<file path="src/rtl/div_pkg.sv">
// Shared definitions for the divider issue/writeback controller.
package div_pkg;

    // Controller FSM states.
    typedef enum logic [1:0] {
        S_IDLE  = 2'd0,
        S_START = 2'd1,
        S_WAIT  = 2'd2,
        S_DONE  = 2'd3
    } div_state_t;

    // Default core latency: cycles from core_start to a valid core result.
    localparam int DIV_LAT_DEF = 16;

    // Quotient reported for a zero divisor (all ones).
    localparam logic [31:0] DIV_DBZ_QUOT = 32'hFFFF_FFFF;

endpackage

</file>
<file path="src/rtl/div_sign_fix.sv">
// Conditional two's-complement negate: used both to take |x| of signed
// operands and to restore the sign of the unsigned core result.
module div_sign_fix #(
    parameter int DATA_W = 32
) (
    input  logic              neg,
    input  logic [DATA_W-1:0] din,
    output logic [DATA_W-1:0] dout
);

    // Negation wraps modulo 2^DATA_W, so the most negative value maps to itself.
    always_comb begin
        dout = neg ? (DATA_W'(0) - din) : din;
    end

endmodule

</file>
<file path="src/rtl/div_issue_ctrl.sv">
// Issue/writeback controller for the pipelined unsigned divider core.
// Takes one DIV/DIVU at a time, feeds the core absolute operands, waits out
// the fixed core latency, applies the sign fix-up and holds the result for WB.
module div_issue_ctrl
    import div_pkg::*;
#(
    parameter int DATA_W  = 32,
    parameter int DIV_LAT = DIV_LAT_DEF
) (
    input  logic              clk,
    input  logic              reset,
    input  logic              flush,
    input  logic              req_valid,
    output logic              req_ready,
    input  logic              req_signed,
    input  logic [DATA_W-1:0] req_dividend,
    input  logic [DATA_W-1:0] req_divisor,
    output logic [DATA_W-1:0] core_dividend,
    output logic [DATA_W-1:0] core_divisor,
    output logic              core_start,
    input  logic [DATA_W-1:0] core_quotient,
    input  logic [DATA_W-1:0] core_remainder,
    output logic              resp_valid,
    input  logic              resp_ready,
    output logic [DATA_W-1:0] quotient,
    output logic [DATA_W-1:0] remainder,
    output logic              div_by_zero,
    output logic              stall_req
);

    localparam int CNT_W = (DIV_LAT > 1) ? $clog2(DIV_LAT) : 1;

    div_state_t       state;
    logic [CNT_W-1:0] cnt;
    logic             neg_q;
    logic             neg_r;

    logic             neg_a_in;
    logic             neg_b_in;
    logic [DATA_W-1:0] abs_a;
    logic [DATA_W-1:0] abs_b;
    logic [DATA_W-1:0] fix_q;
    logic [DATA_W-1:0] fix_r;

    // Operand magnitude is only taken for signed requests with the MSB set.
    always_comb begin
        neg_a_in = req_signed & req_dividend[DATA_W-1];
        neg_b_in = req_signed & req_divisor[DATA_W-1];
    end

    div_sign_fix #(.DATA_W(DATA_W)) u_abs_a (
        .neg  (neg_a_in),
        .din  (req_dividend),
        .dout (abs_a)
    );

    div_sign_fix #(.DATA_W(DATA_W)) u_abs_b (
        .neg  (neg_b_in),
        .din  (req_divisor),
        .dout (abs_b)
    );

    div_sign_fix #(.DATA_W(DATA_W)) u_fix_q (
        .neg  (neg_q),
        .din  (core_quotient),
        .dout (fix_q)
    );

    div_sign_fix #(.DATA_W(DATA_W)) u_fix_r (
        .neg  (neg_r),
        .din  (core_remainder),
        .dout (fix_r)
    );

    assign req_ready = (state == S_IDLE);
    assign stall_req = (state != S_IDLE);

    // Main FSM: accept, start the core, count down its latency, hold result.
    always_ff @(posedge clk) begin
        if (reset) begin
            state         <= S_IDLE;
            cnt           <= '0;
            neg_q         <= 1'b0;
            neg_r         <= 1'b0;
            core_dividend <= '0;
            core_divisor  <= '0;
            core_start    <= 1'b0;
            resp_valid    <= 1'b0;
            quotient      <= '0;
            remainder     <= '0;
            div_by_zero   <= 1'b0;
        end else if (flush) begin
            // Abort: any result still travelling through the core is dropped
            // because the countdown that would capture it is gone.
            state       <= S_IDLE;
            cnt         <= '0;
            core_start  <= 1'b0;
            resp_valid  <= 1'b0;
            div_by_zero <= 1'b0;
        end else begin
            case (state)
                S_IDLE: begin
                    core_start <= 1'b0;
                    if (req_valid) begin
                        neg_q         <= req_signed & (req_dividend[DATA_W-1] ^ req_divisor[DATA_W-1]);
                        neg_r         <= req_signed & req_dividend[DATA_W-1];
                        core_dividend <= abs_a;
                        core_divisor  <= abs_b;
                        if (req_divisor == '0) begin
                            // Zero divisor resolves locally without the core.
                            quotient    <= DATA_W'(DIV_DBZ_QUOT);
                            remainder   <= req_dividend;
                            div_by_zero <= 1'b1;
                            resp_valid  <= 1'b1;
                            state       <= S_DONE;
                        end else begin
                            div_by_zero <= 1'b0;
                            core_start  <= 1'b1;
                            state       <= S_START;
                        end
                    end
                end
                S_START: begin
                    core_start <= 1'b0;
                    cnt        <= CNT_W'(DIV_LAT - 1);
                    state      <= S_WAIT;
                end
                S_WAIT: begin
                    if (cnt == '0) begin
                        quotient   <= fix_q;
                        remainder  <= fix_r;
                        resp_valid <= 1'b1;
                        state      <= S_DONE;
                    end else begin
                        cnt <= cnt - 1'b1;
                    end
                end
                S_DONE: begin
                    if (resp_ready) begin
                        resp_valid <= 1'b0;
                        state      <= S_IDLE;
                    end
                end
                default: begin
                    state <= S_IDLE;
                end
            endcase
        end
    end

endmodule

</file>
<file path="config.mk">
export PLATFORM = sky130hd
export DESIGN_NAME = div_issue_ctrl
export DESIGN_NICKNAME = d
export VERILOG_FILES = /design/src/rtl/div_pkg.sv /design/src/rtl/div_sign_fix.sv /design/src/rtl/div_issue_ctrl.sv
export SDC_FILE = /design/constraint.sdc
export NUM_CORES = 1
export LEC_CHECK = 0
export CAP_MARGIN = 10
export CORE_ASPECT_RATIO = 1.4
export CORE_MARGIN = 10
export CORE_UTILIZATION = 35
export DETAILED_ROUTE_END_ITERATION = 8
export PLACE_DENSITY = 0.67
export REMOVE_ABC_BUFFERS = 1
export SETUP_SLACK_MARGIN = 0.4
export SYNTH_ARGS = -nofsm -noshare
export SYNTH_HDL_FRONTEND = slang
export SYNTH_SLANG_ARGS = --single-unit
</file>
<file path="constraint.sdc">
create_clock -name clk -period 2.6 [get_ports clk]
set_input_delay 0.52 -clock clk [delete_from_list [all_inputs] [get_ports clk]]
set_output_delay 0.52 -clock clk [all_outputs]
set_load 0.05 [all_outputs]
</file>
==> reports/metrics.cfg, run 1 <==
[power_and_ir_drop]
total_power_uw=6747
powerDensity_nw_per_um2=476.5
ir_worst_vdd_mv=0.4805
p_leak_uw=0.005355

[hold_path]
worst_hold_path.endpoint=quotient[0]
worstHoldPathType=in2reg
hold-path-cell-count=3
min_from=core_quotient[0]

[placed_design]
dp.final_hpwl_um=23990
place_congestion=0.9038
place_ws_ps=-669.4
port_buffers=266

[clock_tree]
ctsLongestPathBuffers=2
clk_pin_slew_ps=60
cts_tree=built
numCtsBuffers=17
worstSkewPairLatency_ps=430
h-tree-depth=4
cts_root_buffer=clkbuf_16
clock-sinks=139

[synthesis]
synth_compound_area_share_pct=25.57
synth_edf_count=0
synth_seq_cells=139
postSynth.asyncResetShare_pct=0
syn_area_um2=7945
yosysTopAreaCell=dfxtp_1
yosysWarnings=0
ys_top_cells_by_area=dfxtp_1 35%, xor2_1 8.7%, nor2_1 6.6%
seq_area_frac_synth_pct=35.02
netlist-cell-type-count=61
yosysTopAreaCellShare_pct=35.02
syn_area_per_cell_um2=8.157
yosys.area_share.adder_pct=1.575
post-synth-top-count-cell=nor2_1
yosys.area_share.simple_pct=19.67
synth_cells=974
muxShareOfSynthArea_pct=0.7717
synth_xor_area_share_pct=12.46
synthFlopType=dfxtp_1
synthTopCellsByCount=140 x nor2_1, 139 x dfxtp_1, 79 x xor2_1
synth_top_family_by_area=compound AO/OA/AOI/OAI gates

[die]
ioPinCount=267
die-area_um2=29210
die_width_um=147.3
initial_core_util_pct=35.40
die_h_um=198.3
num_rows=65
core_um2=22450

[critical_path]
r2r-end=quotient[25]
cp_max_fo=5
critical-path-top-delay-family=simple AND/OR/NAND/NOR gates
worstSetupPathDepth=7
r2r-start=state[0]
cp.arrival_ps=2720
path_buf_inv=1
rr_worst_depth=10
end_kind=flop
crit_required_ps=2940
max_stage_delay_ps=580
cpMostUsedCell=or4_4
cp-start-kind=input port
path_cells=buf_6 -> or4_4 -> or4_4 -> or3_4 -> o31ai_4 -> xor2_1 -> a311oi_1
path_class=in2reg
slowest_stage=or4_4
regToRegSetupSlack_ps=480

[final_layout]
drive_gt1_share_pct=29.67
fillers=1892
multi_input_area_um2=5553
final-seq-area_um2=2785
syn_to_final_growth_pct=78.22
nNetsFinal=1567

[sta]
finalSetupViolations=0
fin_skew_ps=11.71
period_share_pct=91.48
worst_slew_pin_slew_ps=637.7
drv_slew=0
grt_setup_unrepaired=yes
setup_ws_ps=221.4
fin_crit_ps=2379
fmax_mhz=420.4
finalHoldViolCount=0
slew_headroom_pct=57.42

[drt]
route.detailed.drc=0
vias_per_cell=5.280
vias=9182
first_pass_iters=5
drt-wirelength-per-cell_um=19.16
drt_iter0_drc=355
routed_wl_um=33320
ant_nets=0

[outcome]
outcome=complete, no violations

[global_route]
grt_pass1_wl_um=50290
antenna_found_initial=4
track_usage_pct=21.61
grt-ovfl-total=0
grt_max_degree=70
grt_pass1_vias=9406

[run]
maxCapViolCount=0

layer usage:
metal	global-route usage (%)	part of all wire, %	vias to the layer above	routed length (um)
met5	0	0	-	0
met4	11.63	4.6	0	1547
met3	6.647	7.2	89	2397
met2	39.27	51	306	17080
met1	21.51	37	4314	12300
li1	-	-	4473	-
sequential cells by signal, indices dropped and copies added, names as in the netlist:
register	flops
div_by_zero	1
core_divisor	32
core_start	1
cnt	4
remainder	32
state	2
resp_valid	1
core_dividend	32
neg_r	1
quotient	32
neg_q	1
cell usage in the layout (no fill, tap or decap), types with 13 or more instances in the layout:
| cell type | netlist | layout |
|---|---|---|
| a211oi_1 | 55 | 52 |
| a21oi_1 | 55 | 47 |
| a311oi_1 | 39 | 38 |
| buf_12 | 0 | 13 |
| buf_4 | 2 | 188 |
| buf_6 | 2 | 34 |
| clkbuf_16 | 0 | 18 |
| clkbuf_2 | 0 | 16 |
| clkdlybuf4s15_1 | 0 | 13 |
| clkdlybuf4s50_1 | 0 | 180 |
| dfxtp_1 | 139 | 137 |
| dlygate4sd2_1 | 0 | 15 |
| dlymetal6s2s_1 | 0 | 20 |
| inv_1 | 20 | 19 |
| nand2_1 | 76 | 73 |
| nor2_1 | 140 | 135 |
| o211ai_1 | 20 | 20 |
| o21ai_0 | 25 | 22 |
| o31ai_1 | 27 | 15 |
| or4_4 | 3 | 15 |
| xnor2_1 | 34 | 34 |
| xor2_1 | 79 | 79 |
how the worst max path moves through the flow:
stage,startpoint,end,slack (ps)
2_1_floorplan,state[0],core_dividend[31],-3050
3_3_place_gp,core_remainder[12],remainder[26],-640
5_1_grt,core_quotient[6],quotient[28],180
3_5_place_dp,core_remainder[12],remainder[28],-670
4_1_cts,core_quotient[5],quotient[24],210
6_report,core_quotient[6],quotient[28],220
layout make-up:
type	instances	area share, %
diodes	2	0.03535
clock buffers	22	3.490
clock inverters	10	0.9720
inverters	22	0.5832
multi-input cells	741	39.22
flip-flops and latches	139	19.67
well taps	301	2.660
repair buffers	502	33.37
kinds of logic after synthesis:
group,after synthesis
flops,139
simple gates,328
compound gates,282
mux,6
xor+xnor,113
buf+inv,96
fa+ha+maj,10
worst register-to-register path: cells and delay by family, from the launching register on:
kind            cells  cell delay (ps)
compound gates      2              460
flops               1              340
buf+inv             7              980
fa+ha+maj           1              250
stage by stage:
step	hold slack, ps	setup TNS, ps	cell area (um2)	std cells	util, %
global route	458.3	0	14160	1739	63.08
detailed placement	448.3	-38400	12130	1649	54.06
floorplan	436.5	-314930	7636	900	-
CTS	455.7	0	13680	1716	60.94
finish	438.0	0	14160	1739	63.08
global placement	443.1	-34890	12130	1649	54.06
where the power goes:
group / total (uW) / internal, uW / switching (uW)
Combinational: 1820 / 779 / 1050
Clock: 2610 / 1630 / 978
Sequential: 2310 / 2250 / 64.5
Total: 6750 / 4660 / 2090
what timing repair did:
item                                    in CTS  in global routing
resized for setup                          261                114
endpoints found under the setup margin     107                105
pin swaps                                   86                 62
hold buffers                                 0                  0
cloned                                       6                  2
setup buffers                               29                 19
Note: power is estimated with default switching activity, not from simulation.
==> run 2: changes to the inputs <==
--- a/config.mk
+++ b/config.mk
@@ -9,7 +9,9 @@
 export CORE_ASPECT_RATIO = 1.4
 export CORE_MARGIN = 10
 export CORE_UTILIZATION = 35
+export CTS_CLUSTER_SIZE = 10
 export DETAILED_ROUTE_END_ITERATION = 8
+export GPL_TIMING_DRIVEN = 0
 export PLACE_DENSITY = 0.67
 export REMOVE_ABC_BUFFERS = 1
 export SETUP_SLACK_MARGIN = 0.4
==> run 2 against run 1 <==
Net effect: die area stayed put; core utilization shrank 4.1 points; design area fell by 6.5%; critical endpoint is now remainder[18]; wire length grew 1.2%; first-iteration DRC count increased by 19%; count of clock-buffer cells in the layout increased by 1; clock skew fell by 0.77 ps; critical path type unchanged; register-to-register slack worse by 140 ps; worst hold slack worse by 7.8 ps.
==> reports/metrics.cfg, run 2 (synthesis results as in run 1) <==
[critical_path]
cp.arrival_ps=2710  ; about the same
cp-startpoint=req_divisor[14]
cp_max_fo=5  ; unchanged
cp-start-kind=input port
end_kind=flop
path_class=in2reg
r2r-start=state[0]
crit_required_ps=2950  ; about the same

[drt]
routed_wl_um=33730  ; +1.2%
dr.max_layer_used=met5
dr_wl_met3_um=2256  ; -5.9%
route.detailed.drc=0  ; unchanged
drt-wirelength-per-cell_um=21.02  ; +9.7%
m1WireLength_um=12390  ; +0.70%
drt_iter0_drc=424  ; +19%
wl_met2_um=17700  ; +3.6%
ant_nets=0  ; unchanged
first_pass_iters=5  ; unchanged
vias=8692  ; -5.3%
vias_per_cell=5.416  ; +2.6%

[clock_tree]
ctsLongestPathBuffers=2  ; unchanged
clock-sinks=139  ; unchanged
worstSkewPairLatency_ps=430  ; about the same
cts_root_buffer=clkbuf_16
numCtsBuffers=17  ; unchanged
clk_pin_slew_ps=60  ; about the same
h-tree-depth=4  ; unchanged
cts_tree=built
hold_buffers=0  ; unchanged

[sta]
slew_headroom_pct=39.45  ; -18 points
fin_crit_ps=2357  ; -21.95 ps
finalSetupViolations=0  ; unchanged
setup_ws_ps=243.4  ; +21.94 ps
period_share_pct=90.64  ; -0.84 points
finalHoldViolCount=0  ; unchanged
fmax_mhz=424.3  ; +0.93%
grt_setup_unrepaired=yes
drv_slew=0  ; unchanged
timing.hold.ws_ps=430.3  ; -7.770 ps
worst_slew_pin_slew_ps=907.3  ; +269.6 ps
fin_skew_ps=10.94  ; -0.7654 ps

[die]
die_width_um=147.3  ; unchanged
die_h_um=198.3  ; unchanged
core_um2=22450  ; unchanged
die-area_um2=29210  ; unchanged
num_rows=65  ; unchanged
ioPinCount=267  ; unchanged
initial_core_util_pct=35.40  ; unchanged

[final_layout]
final_common_cell=clkdlybuf4s50_1
final-seq-area_um2=2788  ; about the same
syn_to_final_growth_pct=66.60
fillers=1999  ; +5.7%
final_cell_mix=180 x clkdlybuf4s50_1, 135 x dfxtp_1, 113 x nor2_1, 78 x xor2_1, 71 x nand2_1
final_cell_area_um2=13240  ; -6.5%
instances_no_fill=1605  ; -7.7%
multi_input_area_um2=5498  ; -0.99%
drive_gt1_share_pct=23.71  ; -6.0 points
final_util_pct=58.97  ; -4.1 points
nNetsFinal=1432  ; -8.6%

[power_and_ir_drop]
p_leak_uw=0.004777  ; -11%
switchingPower_uw=2050  ; -1.9%
pwr-share-clk_pct=37.5  ; -1.2 points
comb_power_share_pct=26.7  ; -0.3 points
pwr-share-seq_pct=35.9  ; +1.7 points
swShare_pct=31.67  ; +0.71 points
powerDensity_nw_per_um2=489.0  ; +2.6%
internal-power_uw=4422  ; -5.1%
ir_worst_vdd_mv=0.4770  ; -0.72%

[hold_path]
worstHoldPathType=in2reg
min_from=core_quotient[6]

[placed_design]
place_ws_ps=-1037  ; -367.2 ps
dp.cells=1473  ; -11%
dp.final_hpwl_um=21620  ; -9.9%
place_area_um2=10850  ; -11%
place_congestion=0.8398  ; -7.1%
port_buffers=266  ; unchanged

[global_route]
grt-ovfl-total=0  ; unchanged
grt_max_degree=68  ; -2.9%
grt_pass1_wl_um=49580  ; -1.4%
grt_pass1_vias=8717  ; -7.3%
track_usage_pct=21.49  ; -0.12 points
antenna_found_initial=8  ; +4

[run]
maxCapViolCount=0  ; unchanged

[outcome]
outcome=complete, no violations

==> run 2: what timing repair did <==
action / 4_1_cts / 5_1_grt
buffers inserted: 59 / 22
pin swaps: 105 / 67
gates resized for setup: 330 / 90
gates cloned: 13 / 3
hold endpoints to repair: 0 / 0
setup endpoints to repair: 128 / 113
==> run 2: per-stage QoR <==
stage                     TNS [ps]  power [uW]
after detailed placement    -73400        3888
after CTS                        0        6456
final                            0        6472
after global placement     -608300        3877
after global routing             0        6717
after floorplan            -314930        3207
==> run 2: worst max-delay path, cell delays in order <==
cell	delay, ps
buf_8	100
or4_4	560
and4b_2	340
and4_4	260
o21a_4	190
buf_12	130
buf_8	100
buf_12	90
buf_16	110
buf_6	90
nor2_2	30
a211oi_2	180
==> run 2: layout make-up <==
class                      instances  area share [%]
clock inverter                     7          0.6900
clock buffer                      23           3.611
sequential                       139           21.06
inverter                          22          0.6806
multi-input combinational        741           41.54
tap                              301           2.845
antenna                            5         0.09453
timing repair buffer             367           29.48
==> run 2: path summary, 6_finish.rpt <==
kind / end / slack (ps) / depth (start not counted)
worst max-delay path: remainder[18] / 240 / 12
worst min-delay path: quotient[6] / 430 / 3
worst max register to register: remainder[18] / 340 / 13
worst min register to register: remainder[2] / 450 / 2
==> run 2: routing by layer <==
metal	up-vias	GRT usage [%]
li1	4190	-
met1	4125	21.75
met2	289	38.50
met3	84	6.693
met4	4	11.66
met5	-	0
==> run 2: power by group through the flow <==
stage | combinational (uW) | clock [uW] | sequential [uW]
2_1_floorplan | 481 | 0 | 2730
3_3_place_gp | 1520 | 0 | 2360
3_5_place_dp | 1530 | 0 | 2360
4_1_cts | 1670 | 2460 | 2320
5_1_grt | 1830 | 2550 | 2340
6_report | 1730 | 2420 | 2320
==> run 3: changes to the inputs <==
--- a/config.mk
+++ b/config.mk
@@ -6,15 +6,18 @@
 export NUM_CORES = 1
 export LEC_CHECK = 0
 export CAP_MARGIN = 10
+export CELL_PAD_IN_SITES_DETAIL_PLACEMENT = 1
+export CELL_PAD_IN_SITES_GLOBAL_PLACEMENT = 1
 export CORE_ASPECT_RATIO = 1.4
 export CORE_MARGIN = 10
-export CORE_UTILIZATION = 35
+export CORE_UTILIZATION = 31
 export CTS_CLUSTER_SIZE = 10
 export DETAILED_ROUTE_END_ITERATION = 8
 export GPL_TIMING_DRIVEN = 0
-export PLACE_DENSITY = 0.67
+export PLACE_DENSITY_LB_ADDON = 0.1
 export REMOVE_ABC_BUFFERS = 1
 export SETUP_SLACK_MARGIN = 0.4
 export SYNTH_ARGS = -nofsm -noshare
 export SYNTH_HDL_FRONTEND = slang
+export SYNTH_HIERARCHICAL = 1
 export SYNTH_SLANG_ARGS = --single-unit
==> run 3 against run 2 <==
Net effect: final cell count increased by 9.0%; critical path type unchanged; synthesized cell count increased by 9.7%; highest routed layer unchanged; combinational power increased by 12%; design area increased by 5.8%; critical endpoint is now quotient[29]; clock skew decreased by 1.8 ps; worst setup slack improved by 53 ps; fmax increased by 2.3%; non-clock buffer count decreased by 14.
==> reports/metrics.cfg, run 3 <==
[hold_path]
worstHoldPathType=in2reg
worst_hold_path.endpoint=core_divisor[13]
hold-path-cell-count=4  ; +1
min_from=req_divisor[13]

[power_and_ir_drop]
total_power_uw=7218  ; +12%
p_leak_uw=0.005043  ; +5.6%
swShare_pct=31.25  ; -0.42 points
pwr-share-clk_pct=41.3  ; +3.8 points
ir_worst_vdd_mv=0.4451  ; -6.7%
comb_power_share_pct=26.8  ; about the same
pwr-share-seq_pct=31.9  ; -4.0 points
internal-power_uw=4962  ; +12%
switchingPower_uw=2256  ; +10%
powerDensity_nw_per_um2=515.3  ; +5.4%

[global_route]
antenna_found_initial=11  ; +3
grt_max_degree=69  ; +1.5%
track_usage_pct=21.25  ; -0.23 points
grt_pass1_vias=9830  ; +13%
grt_pass1_wl_um=58650  ; +18%
grt-ovfl-total=0  ; unchanged

[synthesis]
muxShareOfSynthArea_pct=3.697  ; +2.9 points
synthFlopType=dfxtp_1
synth_edf_count=0  ; unchanged
synth_seq_cells=139  ; unchanged
yosys.area_share.adder_pct=1.588  ; +0.014 points
yosysTopAreaCell=dfxtp_1
syn_area_um2=8665  ; +9.1%
yosysWarnings=6  ; +6
ys_top_cells_by_area=dfxtp_1 32%, xnor2_1 12%, a21oi_1 7.9%
postSynth.asyncResetShare_pct=0  ; unchanged
synth_cells=1068  ; +9.7%
synth_compound_area_share_pct=24.90  ; -0.68 points
seq_area_frac_synth_pct=32.12  ; -2.9 points
synth_xor_area_share_pct=12.23  ; -0.23 points
yosysTopAreaCellShare_pct=32.12  ; -2.9 points
synthTopCellsByCount=176 x nand2_1, 139 x dfxtp_1, 137 x a21oi_1
post-synth-top-count-cell=nand2_1
synth_top_family_by_area=compound AO/OA/AOI/OAI gates
syn_area_per_cell_um2=8.113  ; -0.54%
netlist-cell-type-count=49  ; -20%
yosys.area_share.simple_pct=18.66  ; -1.0 points

[outcome]
outcome=complete, no violations

[critical_path]
cp-start-kind=input port
end_kind=flop
cp.arrival_ps=2650  ; -60 ps
path_class=in2reg
r2r-end=quotient[8]
crit_required_ps=2940  ; about the same
regToRegSetupSlack_ps=470  ; +130 ps
rr_worst_depth=10  ; -3
cp-startpoint=core_quotient[21]
cp_max_fo=3  ; -2
r2r-start=cnt[0]

[drt]
route.detailed.drc=0  ; unchanged
ant_nets=0  ; unchanged
drt_iter0_drc=299  ; -29%
vias=9458  ; +8.8%
first_pass_iters=4  ; -1
vias_per_cell=5.408  ; -0.15%
drt-wirelength-per-cell_um=22.49  ; +7.0%
routed_wl_um=39330  ; +17%

[final_layout]
fillers=3200  ; +60%
drive_gt1_share_pct=19.20  ; -4.5 points
instances_no_fill=1749  ; +9.0%
syn_to_final_growth_pct=61.67
nNetsFinal=1507  ; +5.2%
final_cell_mix=171 x nand2_1, 161 x clkdlybuf4s50_1, 136 x dfxtp_1, 135 x a21oi_1, 118 x xnor2_1
final_common_cell=nand2_1

[sta]
grt_setup_unrepaired=yes
finalHoldViolCount=0  ; unchanged
drv_slew=0  ; unchanged
setup_ws_ps=296.3  ; +52.97 ps
fin_crit_ps=2304  ; -52.97 ps
period_share_pct=88.60  ; -2.0 points
fin_skew_ps=9.135  ; -1.808 ps
slew_headroom_pct=40.37  ; +0.91 points
timing.hold.ws_ps=386.8  ; -43.46 ps
finalSetupViolations=0  ; unchanged
finalSetupTns_ps=0  ; unchanged
worst_slew_pin_slew_ps=893.3  ; -13.96 ps
fmax_mhz=434.1  ; +2.3%

[placed_design]
port_buffers=266  ; unchanged
place_congestion=0.8162  ; -2.8%
place_ws_ps=-1371  ; -334.8 ps
dp.cells=1634  ; +11%
dp.final_hpwl_um=26730  ; +24%

[clock_tree]
clock-sinks=139  ; unchanged
cts_tree=built
ctsLongestPathBuffers=2  ; unchanged
worstSkewPairLatency_ps=440  ; about the same
clk_pin_slew_ps=60  ; about the same
cts_root_buffer=clkbuf_16
h-tree-depth=4  ; unchanged
numCtsBuffers=17  ; unchanged

[die]
die-area_um2=35130  ; +20%
core_um2=27570  ; +23%
initial_core_util_pct=31.43  ; -4.0 points
num_rows=72  ; +11%
die_width_um=161.3  ; +9.5%
ioPinCount=267  ; unchanged
die_h_um=217.8  ; +9.9%

[run]
maxCapViolCount=0  ; unchanged

## run 3: cell count changes after synthesis, sizes merged, moves of 33 or more
cell / before / now
nor2: 140 / 18
nand2: 76 / 176
xnor2: 34 / 118
a21oi: 55 / 137
xor2: 79 / 3
inv: 20 / 53
## run 3: routing by layer
metal / track usage, % / vias up / share of wire (%)
li1: - / 4459 / -
met1: 22.20 / 4671 / 38
met2: 39.54 / 244 / 54
met3: 6.271 / 70 / 5.7
met4: 7.112 / 14 / 2.6
met5: 0 / - / 0.21
## run 3: cells by family (layout without fill, tap and decap cells)
group / Yosys count / in the layout
AO/OA/AOI/OAI: 319 / 320
XOR/XNOR: 121 / 121
flip-flops: 139 / 139
adder cells (fa/ha/maj): 11 / 11
multiplexers: 32 / 32
buffers and inverters: 134 / 438
AND/OR/NAND/NOR: 312 / 314
other: 0 / 4
## run 3: worst max-delay path by stage
stage | end | slack, ps | cells after the start
after floorplan | quotient[0] | -3510 | 6
after global placement | quotient[19] | -7600 | 6
after detailed placement | quotient[26] | -1370 | 7
after CTS | quotient[30] | 190 | 7
after global routing | quotient[29] | 260 | 7
final | quotient[29] | 300 | 7
## run 3: area by class of cell
class / count / area (um2) / share of cell area, %
inverters: 53 / 198.9 / 1.420
clock buffers: 21 / 460.4 / 3.287
repair buffers: 353 / 3696 / 26.38
flip-flops and latches: 139 / 2789 / 19.91
well taps: 370 / 462.9 / 3.305
diodes: 4 / 10.01 / 0.07145
clock inverters: 11 / 239.0 / 1.706
multi-input cells: 798 / 6152 / 43.92
## run 3: power groups by stage
stage / sequential [uW] / clock [uW] / combinational, uW
2_1_floorplan: 2690 / 0 / 578
3_3_place_gp: 2350 / 0 / 1680
3_5_place_dp: 2350 / 0 / 1740
4_1_cts: 2310 / 3050 / 1880
5_1_grt: 2320 / 3140 / 2060
6_report: 2300 / 2980 / 1930
## run 3: metrics by stage
stage,util (%),area [um2]
floorplan,-,8273
global placement,41.35,11400
CTS,48.33,13320
global route,50.82,14010
finish,50.82,14010
detailed placement,42.35,11670
## run 3: timing repair
| action | 4_1_cts | 5_1_grt |
|---|---|---|
| pin swaps | 54 | 39 |
| gates resized for setup | 189 | 128 |
| setup buffers | 45 | 24 |
| endpoints found under the setup margin | 134 | 105 |
| gates cloned | 6 | 2 |
| hold buffers | 0 | 0 |
## run 3: worst max-delay path: stages
cell,delay (ps)
dlygate4sd2_1,290
or4_4,510
or4b_4,590
o41ai_4,230
xnor2_1,150
inv_1,70
a311oi_2,260
